--- src/rtl/dlx_pkg.sv ---
// dlx_pkg
// Shared encodings for the DLX instruction decode stage:
//   - primary opcodes (instruction bits [31:26]) and R-type funct codes ([5:0])
//   - 4-bit ALU operation enum
//   - PC command / PC target encodings
//   - immediate-extension modes used by dlx_imm_ext
//   - the decoded control bundle and its NOP value (all zeros)
package dlx_pkg;

  // Primary opcodes
  localparam logic [5:0] OP_RTYPE = 6'h00;
  localparam logic [5:0] OP_J     = 6'h02;
  localparam logic [5:0] OP_JAL   = 6'h03;
  localparam logic [5:0] OP_BEQZ  = 6'h04;
  localparam logic [5:0] OP_BNEZ  = 6'h05;
  localparam logic [5:0] OP_ADDI  = 6'h08;
  localparam logic [5:0] OP_SUBI  = 6'h0A;
  localparam logic [5:0] OP_ANDI  = 6'h0C;
  localparam logic [5:0] OP_ORI   = 6'h0D;
  localparam logic [5:0] OP_XORI  = 6'h0E;
  localparam logic [5:0] OP_LHI   = 6'h0F;
  localparam logic [5:0] OP_JR    = 6'h12;
  localparam logic [5:0] OP_JALR  = 6'h13;
  localparam logic [5:0] OP_SLLI  = 6'h14;
  localparam logic [5:0] OP_SRLI  = 6'h16;
  localparam logic [5:0] OP_SRAI  = 6'h17;
  localparam logic [5:0] OP_SEQI  = 6'h18;
  localparam logic [5:0] OP_SNEI  = 6'h19;
  localparam logic [5:0] OP_SLTI  = 6'h1A;
  localparam logic [5:0] OP_SLEI  = 6'h1C;
  localparam logic [5:0] OP_LW    = 6'h23;
  localparam logic [5:0] OP_SW    = 6'h2B;

  // R-type funct codes
  localparam logic [5:0] FN_SLL = 6'h04;
  localparam logic [5:0] FN_SRL = 6'h06;
  localparam logic [5:0] FN_SRA = 6'h07;
  localparam logic [5:0] FN_ADD = 6'h20;
  localparam logic [5:0] FN_SUB = 6'h22;
  localparam logic [5:0] FN_AND = 6'h24;
  localparam logic [5:0] FN_OR  = 6'h25;
  localparam logic [5:0] FN_XOR = 6'h26;
  localparam logic [5:0] FN_SEQ = 6'h28;
  localparam logic [5:0] FN_SNE = 6'h29;
  localparam logic [5:0] FN_SLE = 6'h2C;
  localparam logic [5:0] FN_SLT = 6'h2F;

  // ALU operation; codes 12-15 are unused
  typedef enum logic [3:0] {
    ALU_ADD = 4'd0,
    ALU_AND = 4'd1,
    ALU_OR  = 4'd2,
    ALU_SEQ = 4'd3,
    ALU_SLE = 4'd4,
    ALU_SLL = 4'd5,
    ALU_SLT = 4'd6,
    ALU_SNE = 4'd7,
    ALU_SRA = 4'd8,
    ALU_SRL = 4'd9,
    ALU_SUB = 4'd10,
    ALU_XOR = 4'd11
  } alu_op_t;

  // PC unit command
  localparam logic [1:0] PC_CMD_SEQ  = 2'b00;
  localparam logic [1:0] PC_CMD_BEQZ = 2'b01;
  localparam logic [1:0] PC_CMD_BNEZ = 2'b10;
  localparam logic [1:0] PC_CMD_JUMP = 2'b11;

  // PC target select; 10/11 are reserved and never produced
  localparam logic [1:0] PC_VAL_REL = 2'b00;
  localparam logic [1:0] PC_VAL_REG = 2'b01;

  // Immediate extension modes
  typedef enum logic [1:0] {
    IMM_SEXT16 = 2'd0,
    IMM_ZEXT16 = 2'd1,
    IMM_HI16   = 2'd2,
    IMM_SEXT26 = 2'd3
  } imm_mode_t;

  // Decoded control bundle, one entry per registered output
  typedef struct packed {
    logic        d_write_enable;
    logic        d_load_enable;
    logic        iv_alu;
    logic        pc_alu;
    logic [1:0]  pc_cmd;
    logic [1:0]  pc_val;
    alu_op_t     alu_op;
    logic [4:0]  rs1;
    logic [4:0]  rs2;
    logic [4:0]  rd;
    logic [31:0] iv;
  } ctrl_t;

  // All-zero control word is a NOP: no store, no load, no writeback, PC sequential
  localparam ctrl_t CTRL_NOP = '0;

endpackage

--- src/rtl/dlx_imm_ext.sv ---
// dlx_imm_ext
// Combinational immediate extender for the DLX decode stage.
// Ports:
//   imm  in  16  I-type immediate (instruction bits [15:0])
//   off  in  26  J-type offset (instruction bits [25:0])
//   mode in   2  extension mode (imm_mode_t)
//   ext  out 32  extended immediate
module dlx_imm_ext
  import dlx_pkg::*;
(
  input  logic [15:0] imm,
  input  logic [25:0] off,
  input  imm_mode_t   mode,
  output logic [31:0] ext
);

  always_comb begin
    ext = '0;
    case (mode)
      IMM_SEXT16: ext = {{16{imm[15]}}, imm};
      IMM_ZEXT16: ext = {16'h0000, imm};
      IMM_HI16:   ext = {imm, 16'h0000};
      IMM_SEXT26: ext = {{6{off[25]}}, off};
      default:    ext = '0;
    endcase
  end

endmodule

--- src/rtl/dlx_decoder.sv ---
// dlx_decoder
// DLX instruction decode stage. The fetched word is decoded combinationally
// and captured into output flops whenever ID is high (one-cycle latency).
// Unrecognised opcodes or R-type functs decode as a NOP (all outputs 0).
// Ports:
//   clk            in   1  system clock, rising edge
//   reset          in   1  asynchronous active-high reset (outputs -> NOP)
//   ID             in   1  decode enable; outputs load only when 1
//   i_data_read    in  32  fetched instruction
//   d_write_enable out  1  data-memory store (SW)
//   d_load_enable  out  1  data-memory load (LW)
//   Iv_alu         out  1  ALU operand B = Iv
//   Pc_alu         out  1  ALU operand A = PC
//   Pc_cmd         out  2  PC command
//   Pc_val         out  2  PC target select
//   I              out  4  ALU operation
//   Rs1, Rs2, Rd   out  5  register indices (Rd=0: no writeback)
//   Iv             out 32  extended immediate
//   illegal        out  1  unrecognised instruction flag
//                          (only when DLX_DECODER_ILLEGAL_EN is defined)
module dlx_decoder
  import dlx_pkg::*;
(
  input  logic        clk,
  input  logic        reset,
  input  logic        ID,
  input  logic [31:0] i_data_read,
  output logic        d_write_enable,
  output logic        d_load_enable,
  output logic        Iv_alu,
  output logic        Pc_alu,
  output logic [1:0]  Pc_cmd,
  output logic [1:0]  Pc_val,
  output logic [3:0]  I,
`ifdef DLX_DECODER_ILLEGAL_EN
  output logic        illegal,
`endif
  output logic [4:0]  Rs1,
  output logic [4:0]  Rs2,
  output logic [4:0]  Rd,
  output logic [31:0] Iv
);

  logic [5:0]  opcode;
  logic [5:0]  funct;
  logic [4:0]  f_rs1;
  logic [4:0]  f_rs2;
  logic [4:0]  f_rd;
  imm_mode_t   imm_mode;
  logic        use_imm;
  logic        illegal_d;
  logic [31:0] imm_ext;
  ctrl_t       ctrl_d;
  ctrl_t       ctrl_q;

  assign opcode = i_data_read[31:26];
  assign funct  = i_data_read[5:0];
  assign f_rs1  = i_data_read[25:21];
  assign f_rs2  = i_data_read[20:16];
  assign f_rd   = i_data_read[15:11];

  dlx_imm_ext u_imm_ext (
    .imm  (i_data_read[15:0]),
    .off  (i_data_read[25:0]),
    .mode (imm_mode),
    .ext  (imm_ext)
  );

  // Decode. Every path starts from the NOP bundle; I-type instructions then
  // take Rs1/Rd from [25:21]/[20:16] and select B = Iv. Iv is only taken
  // from the extender when use_imm is set, so R-type and NOP keep Iv = 0.
  always_comb begin
    ctrl_d    = CTRL_NOP;
    imm_mode  = IMM_SEXT16;
    use_imm   = 1'b0;
    illegal_d = 1'b0;

    case (opcode)
      OP_RTYPE: begin
        ctrl_d.rs1 = f_rs1;
        ctrl_d.rs2 = f_rs2;
        ctrl_d.rd  = f_rd;
        case (funct)
          FN_ADD:  ctrl_d.alu_op = ALU_ADD;
          FN_AND:  ctrl_d.alu_op = ALU_AND;
          FN_OR:   ctrl_d.alu_op = ALU_OR;
          FN_SEQ:  ctrl_d.alu_op = ALU_SEQ;
          FN_SLE:  ctrl_d.alu_op = ALU_SLE;
          FN_SLL:  ctrl_d.alu_op = ALU_SLL;
          FN_SLT:  ctrl_d.alu_op = ALU_SLT;
          FN_SNE:  ctrl_d.alu_op = ALU_SNE;
          FN_SRA:  ctrl_d.alu_op = ALU_SRA;
          FN_SRL:  ctrl_d.alu_op = ALU_SRL;
          FN_SUB:  ctrl_d.alu_op = ALU_SUB;
          FN_XOR:  ctrl_d.alu_op = ALU_XOR;
          default: begin
            ctrl_d    = CTRL_NOP;
            illegal_d = 1'b1;
          end
        endcase
      end

      // JAL's link value is produced by the PC unit; Iv stays the offset.
      OP_J, OP_JAL: begin
        imm_mode      = IMM_SEXT26;
        use_imm       = 1'b1;
        ctrl_d.pc_cmd = PC_CMD_JUMP;
        ctrl_d.pc_val = PC_VAL_REL;
        if (opcode == OP_JAL) begin
          ctrl_d.rd     = 5'd31;
          ctrl_d.pc_alu = 1'b1;
          ctrl_d.iv_alu = 1'b1;
        end
      end

      OP_ADDI, OP_SUBI, OP_SEQI, OP_SLEI, OP_SLTI, OP_SNEI,
      OP_LW, OP_SW, OP_BEQZ, OP_BNEZ, OP_JR, OP_JALR: begin
        imm_mode      = IMM_SEXT16;
        use_imm       = 1'b1;
        ctrl_d.iv_alu = 1'b1;
        ctrl_d.rs1    = f_rs1;
        ctrl_d.rd     = f_rs2;
        case (opcode)
          OP_SUBI: ctrl_d.alu_op = ALU_SUB;
          OP_SEQI: ctrl_d.alu_op = ALU_SEQ;
          OP_SLEI: ctrl_d.alu_op = ALU_SLE;
          OP_SLTI: ctrl_d.alu_op = ALU_SLT;
          OP_SNEI: ctrl_d.alu_op = ALU_SNE;
          OP_LW:   ctrl_d.d_load_enable = 1'b1;
          OP_SW: begin
            ctrl_d.d_write_enable = 1'b1;
            ctrl_d.rs2            = f_rs2;
            ctrl_d.rd             = 5'd0;
          end
          OP_BEQZ: begin
            ctrl_d.pc_cmd = PC_CMD_BEQZ;
            ctrl_d.rd     = 5'd0;
          end
          OP_BNEZ: begin
            ctrl_d.pc_cmd = PC_CMD_BNEZ;
            ctrl_d.rd     = 5'd0;
          end
          OP_JR: begin
            ctrl_d.pc_cmd = PC_CMD_JUMP;
            ctrl_d.pc_val = PC_VAL_REG;
            ctrl_d.rd     = 5'd0;
          end
          OP_JALR: begin
            ctrl_d.pc_cmd = PC_CMD_JUMP;
            ctrl_d.pc_val = PC_VAL_REG;
            ctrl_d.rd     = 5'd31;
            ctrl_d.pc_alu = 1'b1;
          end
          default: ctrl_d.alu_op = ALU_ADD;
        endcase
      end

      OP_ANDI, OP_ORI, OP_XORI, OP_SLLI, OP_SRLI, OP_SRAI: begin
        imm_mode      = IMM_ZEXT16;
        use_imm       = 1'b1;
        ctrl_d.iv_alu = 1'b1;
        ctrl_d.rs1    = f_rs1;
        ctrl_d.rd     = f_rs2;
        case (opcode)
          OP_ANDI: ctrl_d.alu_op = ALU_AND;
          OP_ORI:  ctrl_d.alu_op = ALU_OR;
          OP_XORI: ctrl_d.alu_op = ALU_XOR;
          OP_SLLI: ctrl_d.alu_op = ALU_SLL;
          OP_SRLI: ctrl_d.alu_op = ALU_SRL;
          default: ctrl_d.alu_op = ALU_SRA;
        endcase
      end

      OP_LHI: begin
        imm_mode      = IMM_HI16;
        use_imm       = 1'b1;
        ctrl_d.iv_alu = 1'b1;
        ctrl_d.rd     = f_rs2;
      end

      default: illegal_d = 1'b1;
    endcase

    if (use_imm) begin
      ctrl_d.iv = imm_ext;
    end
  end

  // Output register: reset forces a NOP and overrides ID.
  always_ff @(posedge clk or posedge reset) begin
    if (reset) begin
      ctrl_q <= CTRL_NOP;
    end else if (ID) begin
      ctrl_q <= ctrl_d;
    end
  end

`ifdef DLX_DECODER_ILLEGAL_EN
  logic illegal_q;

  always_ff @(posedge clk or posedge reset) begin
    if (reset) begin
      illegal_q <= 1'b0;
    end else if (ID) begin
      illegal_q <= illegal_d;
    end
  end

  assign illegal = illegal_q;
`else
  logic illegal_unused;
  assign illegal_unused = illegal_d;
`endif

  assign d_write_enable = ctrl_q.d_write_enable;
  assign d_load_enable  = ctrl_q.d_load_enable;
  assign Iv_alu         = ctrl_q.iv_alu;
  assign Pc_alu         = ctrl_q.pc_alu;
  assign Pc_cmd         = ctrl_q.pc_cmd;
  assign Pc_val         = ctrl_q.pc_val;
  assign I              = ctrl_q.alu_op;
  assign Rs1            = ctrl_q.rs1;
  assign Rs2            = ctrl_q.rs2;
  assign Rd             = ctrl_q.rd;
  assign Iv             = ctrl_q.iv;

endmodule

--- config.mk ---
export PLATFORM = sky130hd
export DESIGN_NAME = dlx_decoder
export DESIGN_NICKNAME = d
export VERILOG_FILES = /design/src/rtl/dlx_pkg.sv /design/src/rtl/dlx_imm_ext.sv /design/src/rtl/dlx_decoder.sv
export SDC_FILE = /design/constraint.sdc
export NUM_CORES = 1
export LEC_CHECK = 0
export BUFFER_PORTS_ARGS = -buffer_cell sky130_fd_sc_hd__buf_4
export CAP_MARGIN = 5
export CORE_AREA = 2 2 83 85
export DETAILED_ROUTE_END_ITERATION = 6
export DIE_AREA = 0 0 85 87
export PLACE_DENSITY = 0.75
export SETUP_SLACK_MARGIN = 0.15
export SLEW_MARGIN = 30
export SYNTH_ARGS = -nofsm -noshare
export SYNTH_HDL_FRONTEND = slang
export SYNTH_SLANG_ARGS = --single-unit
--- constraint.sdc ---
create_clock -name clk -period 2.32 [get_ports clk]
set_input_delay 0.464 -clock clk [delete_from_list [all_inputs] [get_ports clk]]
set_output_delay 0.464 -clock clk [all_outputs]
set_load 0.005 [all_outputs]
* Yosys cells after proc, flatten, opt, wreduce, memory -nomap -nowiden *
Index checks and enable logic that the tools add are counted.

storage, ports and cells
  output and inout bits = 59
  bits of input ports = 35
  bits in registers = 59

operators by class
  reduce and logical (&&, ||, !) cells = 11
  multiplexer cells = 24
  equality and inequality tests = 36

operator list
  cell                                                                   count
  32-bit one-hot mux with 4 select lines                                 1
  6-bit equality test, second input constant                             11
  32-bit two-way mux                                                     2
  6-bit by 5-bit equality test with 1-bit output, second input constant  9
  47-bit two-way mux                                                     1
  4-bit one-hot mux with 11 select lines                                 1
  4-bit one-hot mux with 5 select lines                                  2
  6-bit by 4-bit equality test with 1-bit output, second input constant  6
  6-bit by 3-bit equality test with 1-bit output, second input constant  5
  5-bit one-hot mux with 2 select lines                                  3
  9-bit one-hot mux with 3 select lines                                  1
  12-bit OR reduction                                                    2
  21-bit OR reduction                                                    1
  5-bit one-hot mux with 4 select lines                                  1
  19-bit OR reduction                                                    1
  6-bit by 2-bit equality test with 1-bit output, second input constant  2
  2-bit one-hot mux with 3 select lines                                  2
  5-bit two-way mux                                                      2
  7-bit OR reduction                                                     1
  6-bit zero test                                                        1
  6-bit OR reduction                                                     1
  1-bit two-way mux                                                      5
  2-bit equality test, second input constant                             2
  2-bit two-way mux                                                      2
  other kinds (5)                                                        6

* Logic depth before layout (Yosys ltp) *
Gate-level depths: netlist of run 1.

  word-level depth = 6
  mapped depth = 7
  mapped depth without buffers = 5

* Modules after synthesis *
A second synthesis of run 1 with hierarchy kept.

second synthesis, totals
  cell total of the unflattened synthesis = 413
  area, all modules = 3852.4 µm²

modules (own cells, without submodules)
  module       area an instance (µm²)  times used  cells each
  dlx_decoder  3352.0                  1           352
  dlx_imm_ext  500.5                   1           61

* Least setup slack after synthesis of run 1 *
No wires, ideal clock.

  path type = input to register
  start = input i_data_read[31]
  end = register ctrl_q, in the netlist Iv[17]
  setup slack = 0.624 ns
  buffers on the path = 2
  cell stages on the path = 6
  data arrival time = 1.571 ns
  path through = buf_2 nor4_4 buf_6 nand2_1 a221oi_1 o2bb2ai_1

between the ends
  longest elaborated chain between the ends = 6
  elaborated cells between the ends (all ways) = 34
  those cells by class = eq/ne (24); mux (5); reduce/logical (5)

RTL lines
  item                                                                          RTL line            source
  from (decl)                                                                   dlx_decoder.sv:27   input logic [31:0] i_data_read,
  6-bit by 4-bit equality test with 1-bit output, or another cell as far along  dlx_decoder.sv:78   case (opcode)
  6-bit OR reduction / 2-bit OR reduction (equally long branches)               --
  2-bit one-hot mux with 3 select lines                                         dlx_decoder.sv:78
  2-bit equality test, or another cell as far along                             dlx_imm_ext.sv:19   case (mode)
  32-bit one-hot mux with 4 select lines                                        dlx_imm_ext.sv:19
  32-bit two-way mux (*)                                                        dlx_decoder.sv:184  if (use_imm) begin
  to (signal assigned)                                                          dlx_decoder.sv:194  ctrl_q <= ctrl_d;
  to (decl)                                                                     dlx_decoder.sv:54   ctrl_t ctrl_q;

Every way passes the cells marked *; elsewhere a longest branch is shown, timed or not.
A chain may end at the register's enable or synchronous reset.

* Worst setup path after layout of run 1 *
  start = input i_data_read[29]
  end = register ctrl_q, in the netlist Iv[27]

Same word-level chain as after synthesis.

==> impl_metrics.json, run 1 <==
{
  "design_area_mm2": 0.004159,
  "setup_viol_count_final": 0,
  "routed_wl_mm": 9.514,
  "grt_overflow_total": 0,
  "fin_crit_sh": 0.7401,
  "vias": 3053,
  "worst-path-buf-inv": 1,
  "vdd_drop_max_uv": 390.6,
  "hold_buffers": 0,
  "hpwl_mm": 6.728,
  "post_drt_wl_per_cell_um": 18.77,
  "yosysWarnings": 0,
  "clock-sinks": 58,
  "port_buffers": 92,
  "via_per_inst": 6.022,
  "ys_seq_area_frac": 0.4417,
  "path_max_fanout": 16,
  "total_power_w": 0.002480,
  "clk_pin_slew_ps": 70,
  "drive_gt1_frac": 0.3208,
  "cts_root_buf": "clkbuf_8",
  "avgSynthCellArea_um2": 9.692,
  "placedCellCount": 491,
  "placementRows": 30,
  "antenna_found_initial": 0,
  "hold_violations": 0,
  "synth_flop_cell": "dfrtp_1",
  "holdWs_ps": 145.1,
  "maxCapViolCount": 0,
  "worst_setup_path_end_kind": "flip-flop",
  "die_w_um": 85,
  "first_pass_iters": 4,
  "crit_family": "compound AO/OA/AOI/OAI gates",
  "cts_made_buffers": 9,
  "startpoint_type": "primary input",
  "grt_max_degree": 43,
  "cts-htree-levels": 3,
  "fin_cells": 507,
  "die-area_mm2": 0.007395,
  "clkLatencyLatePin_ps": 340,
  "antennaDiodeCount": 0,
  "final_cell_mix": "102 x buf_4, 58 x dfrtp_1, 40 x o2bb2ai_1, 27 x nand2_1, 25 x a21oi_1",
  "tightest_slew_ps": 558.2,
  "drt_iter0_drc": 177,
  "gp_congestion": 0.8916,
  "synthCells": 339,
  "worstPathArrival_ps": 1920,
  "grtUsageMet3": 0.07393,
  "cts_setup_buffers": 0,
  "core-area_mm2": 0.006569,
  "r2r_cells": 2,
  "max_clock_freq_mhz": 582.4,
  "cts_resized": 0,
  "layout_commonest_cell": "buf_4",
  "slowest_delay_ps": 360,
  "slew_headroom": 0.6251,
  "synth_edf_count": 0,
  "critPathKind": "primary input to flip-flop",
  "ys_types": 62,
  "ys_async_sr_fraction": 1.000,
  "outcome": "completed",
  "hold_path_class": "primary input to async pin",
  "post-route-min-period_ps": 1717,
  "io_pins": 94,
  "drc": 0,
  "placed_cell_area_mm2": 0.003988,
  "fin_worst_skew_ps": 0,
  "setup_tns_ps": 0,
  "cp.required_ps": 2530,
  "grtUsageTotal": 0.2712,
  "nNetsFinal": 457,
  "max-clock-path-buffers": 2,
  "cp_num_cells": 6,
  "top_usage_layer": "met2",
  "grt_pass1_vias": 2988,
  "use_met2": 0.4020,
  "initial_core_util": 0.5002,
  "ant_nets": 0,
  "ys_ff_latch": 58,
  "grt_first_pass_wirelength_mm": 15.64,
  "slowest_stage": "a211o_1",
  "synth_area_mm2": 0.003286,
  "area_growth_pct": 26.58,
  "synth_fp_nets": 374,
  "chipHeight_um": 87,
  "cts_tree": "done",
  "rsz0062_at_grt": "false",
  "grt_use_met1": 0.3831,
  "crit_chain": "buf_4, and2b_1, and3_1, a211o_1, o211ai_4, o2bb2ai_1",
  "leakage_nw": 1.954,
  "cellPowerDensity_mw_per_mm2": 596.3,
  "slew_violations": 0
}
worst reg2reg max path: stages, from the launching register on:
cell and delay, ps:
dfrtp_1 380, nor2b_1 130, a41o_1 190
final cells by class:
type                            count  area (um2)
Fill cell                         550        2410
Timing Repair Buffer              103       785.8
Clock inverter                      5       30.03
Multi-Input combinational cell    227        1564
Inverter                           23       86.33
Sequential cell                    58        1451
Tap cell                           80       100.1
Clock buffer                       11       141.4
final timing paths:
check | startpoint | slack (ps) | to
min in group clk | i_data_read[9] | 370 | Iv[9]
max in group asynchronous | reset | 1540 | Iv[20]
hold / removal | reset | 150 | Iv[10]
setup / recovery | i_data_read[29] | 600 | Iv[27]
setup reg to reg | Pc_alu | 1510 | Pc_alu
hold reg to reg | Iv[1] | 490 | Iv[1]
metal layers:
| metal | part of all wire | vias up |
|---|---|---|
| li1 | - | 1418 |
| met5 | 0 | - |
| met1 | 0.45 | 1484 |
| met3 | 0.071 | 14 |
| met4 | 0.015 | 0 |
| met2 | 0.47 | 137 |
report_power, final:
group / internal [W] / switching [W] / leakage, nW / total, W
registers: 0.00109 / 0.0000495 / 0.772 / 0.00114
logic: 0.000242 / 0.000271 / 1.10 / 0.000513
clock network: 0.000411 / 0.000419 / 0.0851 / 0.000830
synth_stat cells, types with 2 or more instances:
master,n,area share
dfrtp_1,58,0.44
o2bb2ai_1,40,0.11
nand2_1,27,0.031
a21oi_1,25,0.038
inv_1,23,0.026
nor2_1,20,0.023
o21ai_0,13,0.020
buf_2,12,0.018
a221oi_1,10,0.027
a31oi_1,8,0.015
clkbuf_1,8,0.0091
nand2b_1,7,0.013
mux2i_1,6,0.018
buf_6,5,0.017
nor2b_1,5,0.0095
a21o_1,4,0.0091
buf_4,4,0.0091
o221ai_1,4,0.011
nand3_1,3,0.0046
nor3_1,3,0.0046
o2111ai_1,3,0.0080
o22ai_1,3,0.0057
a22oi_1,2,0.0046
a32oi_2,2,0.0099
and3_1,2,0.0038
and4_1,2,0.0053
buf_1,2,0.0023
nand4_1,2,0.0038
o211ai_4,2,0.013
or3b_2,2,0.0053
logic make-up after synthesis:
kind of cell    after synthesis  share of synthesized area
compound gates              131                     0.3107
other cells                   1                   0.001141
xor+xnor                      2                   0.005332
mux                           6                    0.01828
simple gates                 87                     0.1405
buf+inv                      54                    0.08225
flops                        58                     0.4417
through the flow:
stage	setup WS, ps	utilization
after floorplan	428.0	-
after CTS	639.8	0.6331
final	603.0	0.6331
after global placement	278.2	0.6070
after detailed placement	254.8	0.6070
after global routing	505.0	0.6331
sequential cells by signal, summed over array words and instances, names as in the netlist:
signal,flops
d_write_enable,1
Pc_val,1
Rd,5
Pc_alu,1
Iv,32
Rs1,5
Pc_cmd,2
Iv_alu,1
Rs2,5
d_load_enable,1
I,4
No activity file was read; power rests on OpenSTA's default activity.
==> run 2, diff against run 1 <==
ABC_AREA = 1   (was default)
CORE_AREA = 2 2 87 89   (was 2 2 83 85)
DIE_AREA = 0 0 89 91   (was 0 0 85 87)
PLACE_DENSITY = 0.72   (was 0.75)
clock period = 1.49 ns   (was 2.32 ns; I/O delays follow)
==> run 2 against run 1 <==
Net effect:
- clock-buffer cell count is 1 higher
- sequential share of layout area is 4.1 points lower
- setup slack worse by 420 ps
- final area up 13%
- area after synthesis decreased by 0.50%
- hold slack got worse by 110 ps
- combinational power is 72% higher
- synthesized cell count up 30%
- non-clock buffer count grew 41
- critical path type unchanged
- largest cell class unchanged
==> impl_metrics.json, run 2 <==
{
  "outcome": "completed",
  "grt_overflow_total": 0,
  "grt_max_degree": 59,
  "ys_types": 30,
  "path_max_fanout": 5,
  "max-clock-path-buffers": 2,
  "clkLatencyLatePin_ps": 330,
  "hold_buffers": 0,
  "max_clock_freq_mhz": 762.6,
  "post_drt_wl_per_cell_um": 14.36,
  "via_per_inst": 5.156,
  "drc": 0,
  "synthCells": 442,
  "gp_congestion": 0.8621,
  "io_pins": 94,
  "worstPathArrival_ps": 1570,
  "yosysWarnings": 0,
  "synth_edf_count": 0,
  "chipHeight_um": 91,
  "ys_ff_latch": 58,
  "grtUsageTotal": 0.2434,
  "fillCellCount": 636,
  "cts_root_buf": "clkbuf_8",
  "cellPowerDensity_mw_per_mm2": 887.2,
  "layout_commonest_cell": "nand2_1",
  "cts_made_buffers": 9,
  "cp.required_ps": 1750,
  "drt_iter0_drc": 222,
  "hold_violations": 0,
  "hold_path_class": "primary input to async pin",
  "synth_area_mm2": 0.003269,
  "worst_setup_path_end_kind": "flip-flop",
  "drive_gt1_frac": 0.3608,
  "ys_seq_area_frac": 0.4439,
  "startpoint_type": "primary input",
  "largest_reg_flops": 32,
  "setup_viol_count_final": 0,
  "routed_wl_mm": 9.779,
  "synth_fp_nets": 477,
  "area_growth_pct": 44.20,
  "synth_common_cells": "159 x nand2_1, 58 x dfrtp_1, 46 x nand3_1",
  "post-place-ws_ps": -193.0,
  "ant_nets": 0,
  "die_w_um": 89,
  "synth_flop_cell": "dfrtp_1",
  "critPathKind": "primary input to flip-flop",
  "placementRows": 31,
  "synth_top_area_frac": 0.4439,
  "hpwl_mm": 7.016,
  "yosysMostFrequentCell": "nand2_1",
  "port_buffers": 92,
  "leakage_nw": 2.597,
  "worst_slack_ps": 178.7,
  "post-route-min-period_ps": 1311,
  "rr_endpoint": "Iv_alu",
  "slowest_stage": "nor2_2",
  "clock-sinks": 58,
  "antenna_found_initial": 0,
  "slowest_delay_ps": 270,
  "final_cell_mix": "154 x nand2_1, 141 x buf_4, 58 x dfrtp_1, 40 x nand3_1, 31 x nand4_1",
  "crit_chain": "buf_4, nor2_2, inv_1, nor2_2, buf_4, nand3_1, nand3_1, nand2_1, nand2_1",
  "initial_core_util": 0.4581,
  "clk_pin_slew_ps": 70,
  "nNetsFinal": 612,
  "rsz0062_at_grt": "false",
  "multiInputGateArea_mm2": 0.001694,
  "ys_async_sr_fraction": 1.000,
  "worstReg2RegStart": "Iv_alu",
  "grt_pass1_vias": 3359,
  "die-area_mm2": 0.008099,
  "vias": 3511,
  "vdd_drop_max_uv": 436.9,
  "grt_first_pass_wirelength_mm": 15.71,
  "crit_family": "simple AND/OR/NAND/NOR gates",
  "avgSynthCellArea_um2": 7.397,
  "slew_violations": 0,
  "cts_tree": "done",
  "total_power_w": 0.004183,
  "r2r_cells": 2,
  "fin_worst_skew_ps": 0,
  "yosysTopAreaCell": "dfrtp_1",
  "worst-path-buf-inv": 3,
  "cts-htree-levels": 3,
  "ys_top_cells_by_area": "dfrtp_1 44%, nand2_1 18%, nand3_1 7.0%",
  "regArea_mm2": 0.001451,
  "rrSetupSlack_ps": 800,
  "maxCapViolCount": 0,
  "antennaDiodeCount": 0,
  "first_pass_iters": 5,
  "core-area_mm2": 0.007137,
  "fin_crit_sh": 0.8801
}
run 2: cell count changes after synthesis, moves of 6 or more:
cell | before | now
a221oi_1 | 10 | 0
buf_2 | 12 | 2
mux2i_1 | 6 | 0
nor2_1 | 20 | 32
o2bb2ai_1 | 40 | 0
a31oi_1 | 8 | 2
a21oi_1 | 25 | 5
nand3_1 | 3 | 46
nand2_2 | 1 | 11
nand2_1 | 27 | 159
nand4_1 | 2 | 31
nand2b_1 | 7 | 0
run 2: timing repair:
item	CTS	global route
resized for setup	2	29
cloned	0	0
buffers inserted	0	5
pin swaps	0	9
setup endpoints to repair	2	36
run 2: where the power goes:
group,internal (W),switching (W),total (W)
clock network,0.000862,0.000657,0.00152
registers,0.00170,0.0000786,0.00178
logic,0.000417,0.000466,0.000883
total,0.00298,0.00120,0.00418
run 2: worst max-delay path by stage:
stage,from,end,slack [ps],cells past startpoint
final,i_data_read[26],Rd[2],180,9
after CTS,i_data_read[27],Rs1[3],160,11
after detailed placement,i_data_read[31],Rs1[3],-190,11
after global placement,i_data_read[27],Rs1[3],-180,11
after global routing,i_data_read[30],Rs1[1],120,11
after floorplan,i_data_read[30],Iv[0],150,9
run 2: worst register-to-register path, delay by kind of cell (launching register included):
| family | cells | cell delay, ps |
|---|---|---|
| DFF | 1 | 380 |
| buffers and inverters | 1 | 50 |
| AOI/OAI and AO/OA | 1 | 150 |
run 2: final cells by class:
type,count,area share
sequential,58,0.3079
clock inverter,4,0.01062
multi-input combinational,331,0.3593
inverter,33,0.02760
clock buffer,12,0.03291
tap,99,0.02627
timing repair buffer,144,0.2354
run 2: stage by stage:
step,instances,hold slack [ps],util,area [um2],TNS [ps]
3_3_place_gp,660,404.7,0.6085,4343,-5308
6_report,681,35.52,0.6606,4715,0
2_1_floorplan,442,391.2,-,3276,0
5_1_grt,681,61.37,0.6606,4715,0
3_5_place_dp,660,404.2,0.6085,4343,-5493
4_1_cts,676,49.25,0.6385,4557,0
run 2: kinds of logic after synthesis:
family | Yosys count | share of synthesized area
other | 1 | 0.001147
AOI/OAI and AO/OA | 32 | 0.05549
DFF | 58 | 0.4439
and+or+nand+nor | 298 | 0.4240
buffers and inverters | 53 | 0.07539
run 2: per-layer routing:
layer,vias to the layer above,track usage,share of wire,routed length [um]
met5,-,0,0,0
met4,0,0.07587,0.012,116
met3,9,0.03727,0.069,674
met2,142,0.3794,0.47,4619
met1,1642,0.3469,0.45,4368
li1,1718,-,-,-
